**config.mk**
```make
export PLATFORM = sky130hd
export DESIGN_NAME = mem_copy_master
export DESIGN_NICKNAME = d
export VERILOG_FILES = /design/src/rtl/mem_copy_master.sv
export SDC_FILE = /design/constraint.sdc
export NUM_CORES = 1
export LEC_CHECK = 0
export BUFFER_PORTS_ARGS = -buffer_cell sky130_fd_sc_hd__buf_2
export CAP_MARGIN = 10
export CORE_UTILIZATION = 45
export CTS_CLUSTER_SIZE = 20
export DETAILED_ROUTE_END_ITERATION = 8
export GPL_TIMING_DRIVEN = 0
export MAX_ROUTING_LAYER = met4
export PLACE_DENSITY_LB_ADDON = 0.1
export SYNTH_ARGS = -nofsm -noshare
export SYNTH_HDL_FRONTEND = slang
export SYNTH_SLANG_ARGS = --single-unit
```
**constraint.sdc**
```tcl
create_clock -name clock -period 2.3 [get_ports clock]
set_input_delay 0.23 -clock clock [delete_from_list [all_inputs] [get_ports clock]]
set_output_delay 0.23 -clock clock [all_outputs]
set_load 0.05 [all_outputs]
```
**src/rtl/mem_copy_master.sv**
```systemverilog
// Byte-copy bus master: reads src+i then writes dst+i over a request/DataRdy RAM port,
// aborting with a sticky error flag when any single access waits TIMEOUT cycles.
module mem_copy_master #(
    parameter int ADDR_W  = 7,
    parameter int TIMEOUT = 255
) (
    input  logic              clock,
    input  logic              reset,
    input  logic              start_port,
    input  logic [ADDR_W-1:0] src_addr,
    input  logic [ADDR_W-1:0] dst_addr,
    input  logic [7:0]        len,
    output logic              done_port,
    output logic              err_port,
    output logic              Mout_oe_ram,
    output logic              Mout_we_ram,
    output logic [ADDR_W-1:0] Mout_addr_ram,
    output logic [7:0]        Mout_Wdata_ram,
    output logic [3:0]        Mout_data_ram_size,
    input  logic [7:0]        M_Rdata_ram,
    input  logic              M_DataRdy
);
    typedef enum logic [2:0] {IDLE, RD, WR, FIN, ERR} state_t;

    localparam logic [7:0] TIMEOUT_C = 8'(TIMEOUT);
    localparam logic [3:0] SIZE_BITS = 4'd8;

    state_t            state_reg;
    logic [ADDR_W-1:0] src_reg;
    logic [ADDR_W-1:0] dst_reg;
    logic [7:0]        len_reg;
    logic [7:0]        cnt_reg;
    logic [7:0]        wait_reg;
    logic [7:0]        data_reg;
    logic [7:0]        cnt_next;
    logic [7:0]        wait_next;
    logic              timed_out;

    assign cnt_next  = cnt_reg + 8'd1;
    assign wait_next = wait_reg + 8'd1;
    // A completion strobe in the same cycle the limit is reached still wins.
    assign timed_out = !M_DataRdy && (wait_next == TIMEOUT_C);

    // Write data is only driven while a write request is on the bus.
    assign Mout_Wdata_ram = Mout_we_ram ? data_reg : 8'd0;

    always_ff @(posedge clock or negedge reset) begin
        if (!reset) begin
            state_reg          <= IDLE;
            src_reg            <= '0;
            dst_reg            <= '0;
            len_reg            <= '0;
            cnt_reg            <= '0;
            wait_reg           <= '0;
            data_reg           <= '0;
            done_port          <= 1'b0;
            err_port           <= 1'b0;
            Mout_oe_ram        <= 1'b0;
            Mout_we_ram        <= 1'b0;
            Mout_addr_ram      <= '0;
            Mout_data_ram_size <= '0;
        end else begin
            done_port <= 1'b0;
            case (state_reg)
                IDLE: begin
                    if (start_port) begin
                        src_reg  <= src_addr;
                        dst_reg  <= dst_addr;
                        len_reg  <= len;
                        cnt_reg  <= '0;
                        wait_reg <= '0;
                        err_port <= 1'b0;
                        if (len == 8'd0) begin
                            state_reg <= FIN;
                            done_port <= 1'b1;
                        end else begin
                            state_reg          <= RD;
                            Mout_oe_ram        <= 1'b1;
                            Mout_addr_ram      <= src_addr;
                            Mout_data_ram_size <= SIZE_BITS;
                        end
                    end
                end
                RD: begin
                    if (M_DataRdy) begin
                        state_reg     <= WR;
                        data_reg      <= M_Rdata_ram;
                        wait_reg      <= '0;
                        Mout_oe_ram   <= 1'b0;
                        Mout_we_ram   <= 1'b1;
                        Mout_addr_ram <= dst_reg + ADDR_W'(cnt_reg);
                    end else if (timed_out) begin
                        state_reg          <= ERR;
                        err_port           <= 1'b1;
                        done_port          <= 1'b1;
                        Mout_oe_ram        <= 1'b0;
                        Mout_we_ram        <= 1'b0;
                        Mout_addr_ram      <= '0;
                        Mout_data_ram_size <= '0;
                    end else begin
                        wait_reg <= wait_next;
                    end
                end
                WR: begin
                    if (M_DataRdy) begin
                        cnt_reg     <= cnt_next;
                        wait_reg    <= '0;
                        Mout_we_ram <= 1'b0;
                        if (cnt_next == len_reg) begin
                            state_reg          <= FIN;
                            done_port          <= 1'b1;
                            Mout_addr_ram      <= '0;
                            Mout_data_ram_size <= '0;
                        end else begin
                            state_reg     <= RD;
                            Mout_oe_ram   <= 1'b1;
                            Mout_addr_ram <= src_reg + ADDR_W'(cnt_next);
                        end
                    end else if (timed_out) begin
                        state_reg          <= ERR;
                        err_port           <= 1'b1;
                        done_port          <= 1'b1;
                        Mout_oe_ram        <= 1'b0;
                        Mout_we_ram        <= 1'b0;
                        Mout_addr_ram      <= '0;
                        Mout_data_ram_size <= '0;
                    end else begin
                        wait_reg <= wait_next;
                    end
                end
                FIN:     state_reg <= IDLE;
                ERR:     state_reg <= IDLE;
                default: state_reg <= IDLE;
            endcase
        end
    end
endmodule
```
# Word level (Yosys, flattened, before mapping)
# Cells that the tools add are included.
dict set report classes {
  n_reduce_logical 17
  mux 50
  eq_ne 13
  add_sub_neg 4
}
# op n
set ops {}
lappend ops {{$mux W7} 6}
lappend ops {{$mux W8} 5}
lappend ops {{$pmux W8 S2} 2}
lappend ops {{$mux W4} 6}
lappend ops {{$pmux W7 S3} 1}
lappend ops {{$mux W1} 18}
lappend ops {{$add A8 B1 Y8 const B} 2}
lappend ops {{$add A7 B7 Y7} 2}
lappend ops {{$mux W3} 4}
lappend ops {{$pmux W4 S3} 1}
lappend ops {{$ne A2 B2 Y1 const B} 5}
lappend ops {{$ne A3 B3 Y1 const B} 3}
lappend ops {{$pmux W3 S3} 1}
lappend ops {{$reduce_and A3 Y1} 3}
lappend ops {{$eq A8 B8 Y1} 1}
lappend ops {{$eq A8 B8 Y1 const B} 1}
lappend ops {{$logic_not A8 Y1} 1}
lappend ops {{$reduce_and A4 Y1} 2}
lappend ops {{$pmux W1 S3} 2}
lappend ops {{$reduce_bool A2 Y1} 3}
lappend ops {{$reduce_and A5 Y1} 1}
lappend ops {{$mux W2} 2}
lappend ops {{$pmux W1 S2} 2}
lappend ops {{$reduce_and A2 Y1} 2}
lappend ops {{8 further kinds} 8}
dict set report totals {
  register_bits 64
  wordCells 97
  output_inout_bits 23
}

# Longest topological paths before layout
dict set report depth {
  depth_word 6
  mapped_depth 11
  depth_no_buf 10
}

# Least setup slack after synthesis
# Ideal clock, no wire load.
dict set report synth_timing {
  path_kind {register to register}
  start {register cnt_reg[0]}
  end {register Mout_oe_ram}
  path_slack_ns -0.152
  stages_incl_launch_ff 10
  n_path_buf 2
  arrival_ns 2.331
  t_required_ns 2.179
  synth_period_minus_slack_ns 2.452
  cell_sequence {dfrtp_1 ha_1 and3_1 buf_6 a311oi_2 o2111ai_1 or4_1 buf_2 nand2b_1 a22o_1}
}
dict set report synth_via {
  elab_chain_len 4
}
# element line_no
set synth_rtl {}
lappend synth_rtl {{from (decl)} 32} ;# logic [7:0] cnt_reg;
lappend synth_rtl {{from (signal assigned)} 106} ;# cnt_reg <= cnt_next;
lappend synth_rtl {{$add A8 B1 Y8} 39} ;# assign cnt_next = cnt_reg + 8'd1;
lappend synth_rtl {{$eq A8 B8 Y1} 109} ;# if (cnt_next == len_reg) begin
lappend synth_rtl {{$ne A3 B3 Y1 (no line)} --}
lappend synth_rtl {{$reduce_and A4 Y1 (no line)} --}
lappend synth_rtl {{to (signal assigned)} 58} ;# Mout_oe_ram <= 1'b0;
lappend synth_rtl {{to (signal assigned)} 116} ;# Mout_oe_ram <= 1'b1;
lappend synth_rtl {{to (signal assigned)} 123} ;# Mout_oe_ram <= 1'b0;
lappend synth_rtl {{to (decl)} 15} ;# output logic Mout_oe_ram,
# Every way passes these cells.
# A chain may end at the register's enable or synchronous reset.

# Worst setup path in the final report
dict set report layout_timing {
  start {register cnt_reg[0]}
  end {register Mout_data_ram_size[3]}
}
dict set report layout_via {
  elab_chain_len 4
}
# element line_no
set layout_rtl {}
lappend layout_rtl {{$add A8 B1 Y8} 39}
lappend layout_rtl {{$eq A8 B8 Y1} 109}
lappend layout_rtl {{$ne A3 B3 Y1 (no line)} --}
lappend layout_rtl {{$reduce_and A5 Y1 (no line)} --}
lappend layout_rtl {{to (signal assigned)} 61} ;# Mout_data_ram_size <= '0;
lappend layout_rtl {{to (signal assigned)} 113} ;# Mout_data_ram_size <= '0;
lappend layout_rtl {{to (signal assigned)} 126} ;# Mout_data_ram_size <= '0;
lappend layout_rtl {{to (decl)} 19} ;# output logic [3:0] Mout_data_ram_size,
# Every way passes these cells.

==> results.md <==
- Leading post-synthesis cells by cell area: dfrtp_1 41%, mux2_2 6.1%, ha_1 4.8%
- Busiest layer in global routing: met2
- Syn avg cell area: 9.36 um2
- Comb pwr share: between 50% and 60%
- Die Ht: around 95 um
- Worst-path clk slew: about 0.080 ns
- Net Switching: between 0.002 and 0.003 W
- Post-Route Utilization: around 60%
- Worst r2r src: cnt_reg[0]
- Crit path DAT: 2.74 ns
- Cts bufs inserted: 9
- FFs w/ async S/R, synth: 100%
- Min cycle time layout: 2.48 ns
- Crit path kind: reg -> reg
- Setup Skew: between 0.007 and 0.008 ns
- DRC: 0
- Status: finished, violations left
- Post-synth top flop: dfrtp_1
- Vias in the first global route: roughly 3300
- Crit-path max FO: 4
- First-pass GRT wire length: between 15 and 20 mm
- Post-synthesis instance total: ~410
- Sequential Area: approximately 1600 um2
- Min-Delay Path Class: in -> reg
- Failing checks: setup timing
- Critical path startpoint category: flip-flop
- Rel. slew slack: about 47%
- Pin count of the biggest net entering global routing: between 60 and 70
- Maximum vdd drop: slightly below 0.0006 V
- Worst Hold End: data_reg[7]
- Final setup fails: 7
- Area of the multi-input gates: 2340 um2
- Post-synth EDFFs: 0
- HP Start: M_Rdata_ram[7]
- Register area share after synthesis: around 41%
- Slew Limit Fails: 0
- Post-Place Cells: ~580
- Pleak: 2.25 nW
- Yosys reg bits: between 60 and 70
- NumNets Final: 549
- Diodes inserted: 0
- ANT nets after route: 0
- Clock Path Buffers: 2
- Routability cong.: between 0.8 and 0.9
- Clk_lat worst skew: approximately 0.36 ns
- Yosys warnings: 0
- Grt total ovfl: 0
- Wire per inst: roughly 17 um
- Num rows: 33
- Core Area: approximately 8300 um2
- Die area: 8990 um2
- CP required: approximately 2.6 ns
- Crit share post-route: 108%
- Fillcell total: approximately 720
- Initial antenna violation count: 0
- Die Wd: approximately 95 um
- Avg Vias per Cell: between 5 and 6
- Clock power frac: between 10% and 20%
- Met2 usage: between 30% and 40%
- Critical R2R Capture: Mout_data_ram_size[3]
- Net Sw Frac: 44.5%
- Post-synth top area share: roughly two fifths
- Synth-to-Final Area Change: 27.2%
- Peak Freq: between 400 and 500 MHz
- Endpoints failing hold: 0
- Slew of the pin with the lowest slew margin: 0.791 ns
- Post-synth net total: 465
- Flop pwr share: ~29%
- Post-DP HPWL: between 7 and 8 mm
- Unrepaired setup endpoints after global routing: true
- Grt met3 use: 5.31%
- Port buffer count: 56
- Worst Setup End Kind: flip-flop
- Library cells used by synthesis: between 50 and 60
- Starting Density: a little under half
- Post-Route WL: between 10 and 15 mm
- Final WS setup: -0.184 ns
- FF-to-FF path depth: 9
- R2R Setup Slk: -0.18 ns
- CTS Sinks: 64
- Tot GR Track Use: between 20% and 30%
- Layout cells sized above 1: 32.6%
- Post-synth top area cell: dfrtp_1
- Via count: around 3500
- Internal: around 0.0036 W
- # IOs: 57
- DR iter-0 viols: between 200 and 250
- Synthesized cell area: around 3900 um2
- CTS tree: built
- Clock root buffer: clkbuf_8
- Drt pass-1 iters: 4
- MaxCap Viol Count: 0
- Met1 Use GR: 32.2%
- H-tree depth: 3
- Pwr dens: 1330 nW/um2
- Hold depth: 3
- Final instance count without filler cells: between 600 and 700
stage by stage:
step | worst slack [ns] | cell area [um2] | hold WS (ns) | total power [W] | setup TNS (ns)
after floorplan | -0.0506 | 3900 | -0.0656 | 0.00420 | -0.180
after global placement | -0.310 | 4310 | 0.427 | 0.00492 | -4.49
after detailed placement | -0.325 | 4310 | 0.373 | 0.00498 | -4.94
after CTS | -0.203 | 4740 | 0.0631 | 0.00632 | -0.974
after global routing | -0.225 | 4930 | 0.0658 | 0.00698 | -1.53
final | -0.184 | 4930 | 0.0691 | 0.00656 | -0.893
synthesized netlist by cell type, drive strengths merged, types with 10 or more instances:
cell	instances
and2	16
dfrtp	64
nand3	16
xnor2	16
ha	15
buf	10
clkbuf	12
mux2	21
nor2	18
a21oi	22
inv	16
nand2	45
o21ai	37
critical path, stage by stage (launching register included):
cell,delay [ns]
dfrtp_2,0.40
ha_4,0.15
buf_4,0.13
buf_4,0.12
a31oi_1,0.10
a31oi_1,0.27
o32ai_2,0.14
or4_4,0.47
a221o_1,0.40
a22o_1,0.20
worst max-delay path by stage:
stage                     from  cells past startpoint               endpoint  slack (ns)
detailed placement  cnt_reg[0]                     11       Mout_addr_ram[6]       -0.33
finish              cnt_reg[0]                      9  Mout_data_ram_size[3]       -0.18
floorplan           cnt_reg[0]                      8  Mout_data_ram_size[3]       -0.05
global placement    cnt_reg[0]                      9       Mout_addr_ram[6]       -0.31
global route        cnt_reg[0]                      9  Mout_data_ram_size[3]       -0.23
CTS                 cnt_reg[1]                      7  Mout_data_ram_size[3]       -0.20
power by group through the flow:
stage                     Clock [W]  Sequential (W)  Combinational (W)
after global placement            0         0.00187            0.00304
final                       0.00110         0.00189            0.00357
after floorplan                   0         0.00214            0.00206
after global routing        0.00118         0.00194            0.00386
after detailed placement          0         0.00188            0.00310
after CTS                   0.00112         0.00186            0.00334
layout make-up:
type	instances	share of cell area, %
buffer	21	2.31
clock buffer	10	2.79
clock inverter	6	1.67
inverter	17	1.29
multi-input combinational	311	47.5
sequential	64	32.6
tap	105	2.66
timing repair buffer	74	9.16
metal layers:
metal | vias to the layer above | part of all wire (%) | wire (um)
met5 | - | 0 | 0
met4 | 0 | 2.8 | 296
met3 | 28 | 5.7 | 597
met2 | 125 | 47 | 4970
met1 | 1682 | 44 | 4650
li1 | 1657 | - | -
kinds of logic after synthesis:
family                   Yosys count  share of synthesized area [%]
buffers and inverters             39                           4.36
AO/OA/AOI/OAI                    116                           19.4
adder cells (fa/ha/maj)           17                           5.87
XOR/XNOR                          25                           5.65
flip-flops                        64                           41.3
multiplexers                      22                           6.36
AND/OR/NAND/NOR                  131                           17.0
cells in the final DEF (no fill, tap or decap), types with 10 or more instances in the layout:
| cell | n |
|---|---|
| a21oi_1 | 18 |
| buf_2 | 61 |
| nand2_1 | 44 |
| clkbuf_8 | 10 |
| buf_4 | 13 |
| inv_1 | 16 |
| nor2_1 | 17 |
| dfrtp_1 | 60 |
| nand3_1 | 14 |
| o21ai_0 | 32 |
| xnor2_1 | 11 |
| and2_1 | 16 |
| mux2_2 | 21 |
repair_timing:
item | 4_1_cts | 5_1_grt
endpoints found under the setup margin | 33 | 24
buffers inserted | 11 | 6
resized for setup | 26 | 37
hold endpoints to repair | 6 | 0
hold buffers | 1 | 0
pin swaps | 14 | 22
(Power assumes the default switching activity.)
